**src/rtl/fetch_stage.sv**
```systemverilog
// Instruction fetch stage with IF/ID latch, stall/branch handling
// and saturating fetch/stall counters.
package fetch_pkg;
    typedef struct packed {
        logic [31:0] instruction;
        logic [31:0] pc_plus4;
        logic        valid;
    } if_id_t;
endpackage

module fetch_stage
    import fetch_pkg::*;
#(
    parameter logic [31:0] RESET_PC   = 32'h0000_0000,
    parameter bit          DELAY_SLOT = 1'b1
) (
    input  logic        clk,
    input  logic        reset_n,
    input  logic        stall,
    input  logic        branch_taken,
    input  logic [31:0] branch_target,
    output logic [31:0] imem_addr,
    input  logic [31:0] imem_data,
    output logic [31:0] ifid_instruction,
    output logic [31:0] ifid_pc_plus4,
    output logic        ifid_valid,
    output logic [15:0] fetch_count,
    output logic [15:0] stall_count
);

    localparam logic [31:0] PC_INIT = {RESET_PC[31:2], 2'b00};

    logic [31:0] pc;
    logic [31:0] pc_next;
    logic [31:0] pc_plus4;
    if_id_t      ifid;
    if_id_t      ifid_next;
    logic        fetch_inc;
    logic        stall_inc;

    assign pc_plus4  = pc + 32'd4;
    assign imem_addr = pc;

    always_comb begin
        pc_next   = pc;
        ifid_next = ifid;
        fetch_inc = 1'b0;
        stall_inc = 1'b0;
        priority case (1'b1)
            branch_taken: begin
                pc_next = {branch_target[31:2], 2'b00};
                if (DELAY_SLOT) begin
                    ifid_next = '{imem_data, pc_plus4, 1'b1};
                    fetch_inc = 1'b1;
                end else begin
                    ifid_next = '{32'h0, 32'h0, 1'b0};
                end
            end
            stall: begin
                stall_inc = 1'b1;
            end
            default: begin
                pc_next   = pc_plus4;
                ifid_next = '{imem_data, pc_plus4, 1'b1};
                fetch_inc = 1'b1;
            end
        endcase
    end

    always_ff @(posedge clk or negedge reset_n) begin
        if (!reset_n) begin
            pc   <= PC_INIT;
            ifid <= '{32'h0, 32'h0, 1'b0};
        end else begin
            pc   <= pc_next;
            ifid <= ifid_next;
        end
    end

    // Counters stick at all-ones instead of wrapping.
    always_ff @(posedge clk or negedge reset_n) begin
        if (!reset_n) begin
            fetch_count <= 16'h0;
            stall_count <= 16'h0;
        end else begin
            if (fetch_inc && fetch_count != 16'hFFFF)
                fetch_count <= fetch_count + 16'd1;
            if (stall_inc && stall_count != 16'hFFFF)
                stall_count <= stall_count + 16'd1;
        end
    end

    assign ifid_instruction = ifid.instruction;
    assign ifid_pc_plus4    = ifid.pc_plus4;
    assign ifid_valid       = ifid.valid;

endmodule

```
**config.mk**
```make
export PLATFORM = sky130hd
export DESIGN_NAME = fetch_stage
export DESIGN_NICKNAME = d
export VERILOG_FILES = /design/src/rtl/fetch_stage.sv
export SDC_FILE = /design/constraint.sdc
export NUM_CORES = 1
export LEC_CHECK = 0
export ABC_AREA = 1
export BUFFER_PORTS_ARGS = -buffer_cell sky130_fd_sc_hd__buf_2
export CAP_MARGIN = 0
export CORE_AREA = 2 2 125 127
export CTS_BUF_LIST = sky130_fd_sc_hd__clkbuf_16
export CTS_CLUSTER_SIZE = 16
export DETAILED_ROUTE_END_ITERATION = 10
export DIE_AREA = 0 0 127 129
export GPL_TIMING_DRIVEN = 0
export PLACE_DENSITY = 0.66
export SYNTH_ARGS = -nofsm -noshare
export SYNTH_HDL_FRONTEND = slang
export SYNTH_SLANG_ARGS = --single-unit
```
**constraint.sdc**
```tcl
create_clock -name clk -period 1.8 [get_ports clk]
set_input_delay 0.09 -clock clk [delete_from_list [all_inputs] [get_ports clk]]
set_output_delay 0.09 -clock clk [all_outputs]
set_load 0.02 [all_outputs]
```
==> results.ini <==
[placement]
io_buffers=189
globalplace.congestion=0.9167
dpl_cell_area_um2=7829
dp_hpwl_um=13930

[power_and_ir_drop]
p_clk_share_pct=37.0
power.share.sequential_pct=40.2
combPwrFrac_pct=22.8
p_int_mw=5.922
leakage_nw=4.778
power.density_nw_per_um2=981.3
p_switching_mw=2.919
ir_drop_v=0.0006274
swShare_pct=33.02

[timing]
setup_viol=0
tightest_slew_ps=594.0
hold_viol=0
whs_ps=3.494
rsz0062_at_grt=no
min_period_over_period_pct=91.85
fmax_mhz=604.9
slew_viol_final=0
fin_skew_ps=7.685
slew_headroom_pct=60.40
fin_crit_ps=1653

[floorplanning]
ios=197
start_util_pct=44.09
design.core.area_um2=14980
die_area_um2=16380
die-width_um=127
rows=45
die_y_um=129

[clocking]
cts.sinks=125
cts_tree=built
cts_root_buf=clkbuf_16
clk_latency_ps=410
clkTransAtPathRegs_ps=60
htreeDepth=4
cts_buffers=17
cts_buffer_depth=2

[critical_path]
critical-path-max-stage-delay_ps=400
cp_slowest_cell=dfrtp_1
required_ps=2100
worstSetupEndpointType=register
startpoint_type=register
worstPathCellList=ha_1, nand2_1, nor2_2, nand2_2, nor2_4, nand2_1, nand2_1, nand2_1, nand2_1, nand2_1
r2r_setup_slack_ps=150
critPathBufInv=0
criticalPathCategory=reg -> reg
crit_fanout=6
worstRegToRegCells=10
crit_family=simple AND/OR/NAND/NOR gates
crit_arrival_ps=1950
crit_path_frequent_cell=nand2_1
critical_path_depth=10

[grt]
grt_max_degree=67
gr-total-overflow=0
track_usage_pct=24.20
grt_pass1_wl_um=31260
grt_pass1_vias=6196
antenna_found_initial=0

[synth]
synth.top_cell.area_share_pct=47.38
synth_cell_types=34
ys_seq_area_share_pct=47.38
avgSynthCellArea_um2=7.452
synth-main-ff-cell=dfrtp_1
synth_warnings=0
synthTopCellsByArea=dfrtp_1 47%, nand2_1 25%, inv_1 4.1%
synthArstFlopShare_pct=100.0
yosysTopAreaCell=dfrtp_1
postSynthCellCount=886
ys_ff_latch=125
netlist_area_um2=6603
yosys-top-cells-count=432 x nand2_1, 125 x dfrtp_1, 72 x inv_1
synth.most_common_cell=nand2_1
synth_edf_count=0

[flow_run]
max-cap-violations=0

[detailed_routing]
firstDrtPassIters=5
avgRoutedWirePerCell_um=14.34
via_per_inst=4.793
ant_nets=0
vias=6518
drt-initial-drc-count=347
wl_um=19500
drc=0

[finish]
nNetsFinal=1230
fin_area_um2=9010
layout-drive-gt1-share_pct=23.98
area_growth_pct=36.46
antennaDiodeCount=0

[status]
status=complete, no violations

[hold_path]
hold_class=in -> reg
hold_path_depth=5

state kept, by name, indices dropped and copies added, names as in the netlist:
name,cells
ifid_instruction,32
ifid_pc_plus4,30
imem_addr,30
fetch_count,16
stall_count,16
ifid_valid,1
final timing paths:
path                                           from                       endpoint
min reg2reg                  ifid_valid$_DFFE_PN0N_         ifid_valid$_DFFE_PN0N_
max reg2reg                imem_addr[3]$_DFFE_PN0N_  ifid_pc_plus4[26]$_DFFE_PN0N_
min                               branch_target[14]      imem_addr[14]$_DFFE_PN0N_
min in group asynchronous                   reset_n     stall_count[1]$_DFFE_PN0P_
max                        imem_addr[3]$_DFFE_PN0N_  ifid_pc_plus4[26]$_DFFE_PN0N_
max in group asynchronous                   reset_n      imem_addr[19]$_DFFE_PN0N_
cells by family after synthesis:
kind of cell / Yosys count / share of synthesized area [%]
other: 1 / 0.05680
and+or+nand+nor: 566 / 35.46
AOI/OAI and AO/OA: 46 / 4.131
xor gates and xnor gates: 37 / 4.908
adders and majority gates: 3 / 0.5686
buffers and inverters: 108 / 7.504
DFF: 125 / 47.38
cell usage in the layout (no fill, tap or decap), types with 12 or more instances in the layout:
master         count
dfrtp_1          125
nor2_1            55
o21ai_0           30
xnor2_1           12
clkbuf_16         17
xor2_1            25
nand2_1          432
nand3_1           39
inv_1             75
buf_2            199
buf_4             14
dlygate4sd3_1     58
per-layer routing:
layer  up-vias  global-route usage, %  share of wire, %
met5         -                      0                 0
met4         0                  6.141              0.98
met3        15                  6.486               6.9
met2       195                  39.12                46
met1      3049                  32.61                46
li1       3259                      -                 -
worst reg2reg max path, cell delays in order, from the launching register on:
cell     delay (ps)
dfrtp_1         400
ha_1            220
nand2_1          80
nor2_2          140
nand2_2         160
nor2_4          200
nand2_1          80
nand2_1          60
nand2_1          60
nand2_1          80
nand2_1          50
per-stage QoR:
step / util (%) / std cells / setup slack (ps) / total power [mW] / setup TNS [ps]
floorplan: - / 889 / 171.9 / 4.705 / 0
global placement: 52.05 / 1266 / -1098 / 5.444 / -135790
detailed placement: 52.27 / 1267 / 110.5 / 5.481 / 0
CTS: 59.87 / 1357 / 91.61 / 8.867 / 0
global route: 60.16 / 1360 / 0.9384 / 9.317 / 0
finish: 60.16 / 1360 / 146.7 / 8.842 / 0
power groups by stage:
stage / sequential [mW] / clock, mW / combinational, mW
final: 3.55 / 3.27 / 2.02
after global routing: 3.61 / 3.47 / 2.24
after CTS: 3.54 / 3.32 / 2.01
after detailed placement: 3.57 / 0 / 1.91
after global placement: 3.57 / 0 / 1.88
after floorplan: 3.95 / 0 / 0.756
layout make-up:
cell class	count	area [um^2]
Fill cell	1382	5967
Sequential cell	125	3128
Multi-Input combinational cell	656	3010
Timing Repair Buffer	251	1583
Clock buffer	17	425.4
Inverter	78	297.8
Tap cell	188	235.2
Buffer	30	197.7
Clock inverter	15	132.6
timing repair:
action                     CTS  global route
setup endpoints to repair    0            23
resized for setup            0             5
buffers inserted             0             3
hold buffers                58             0
hold endpoints to repair   116             0
Power figures use the tool's default switching activity.
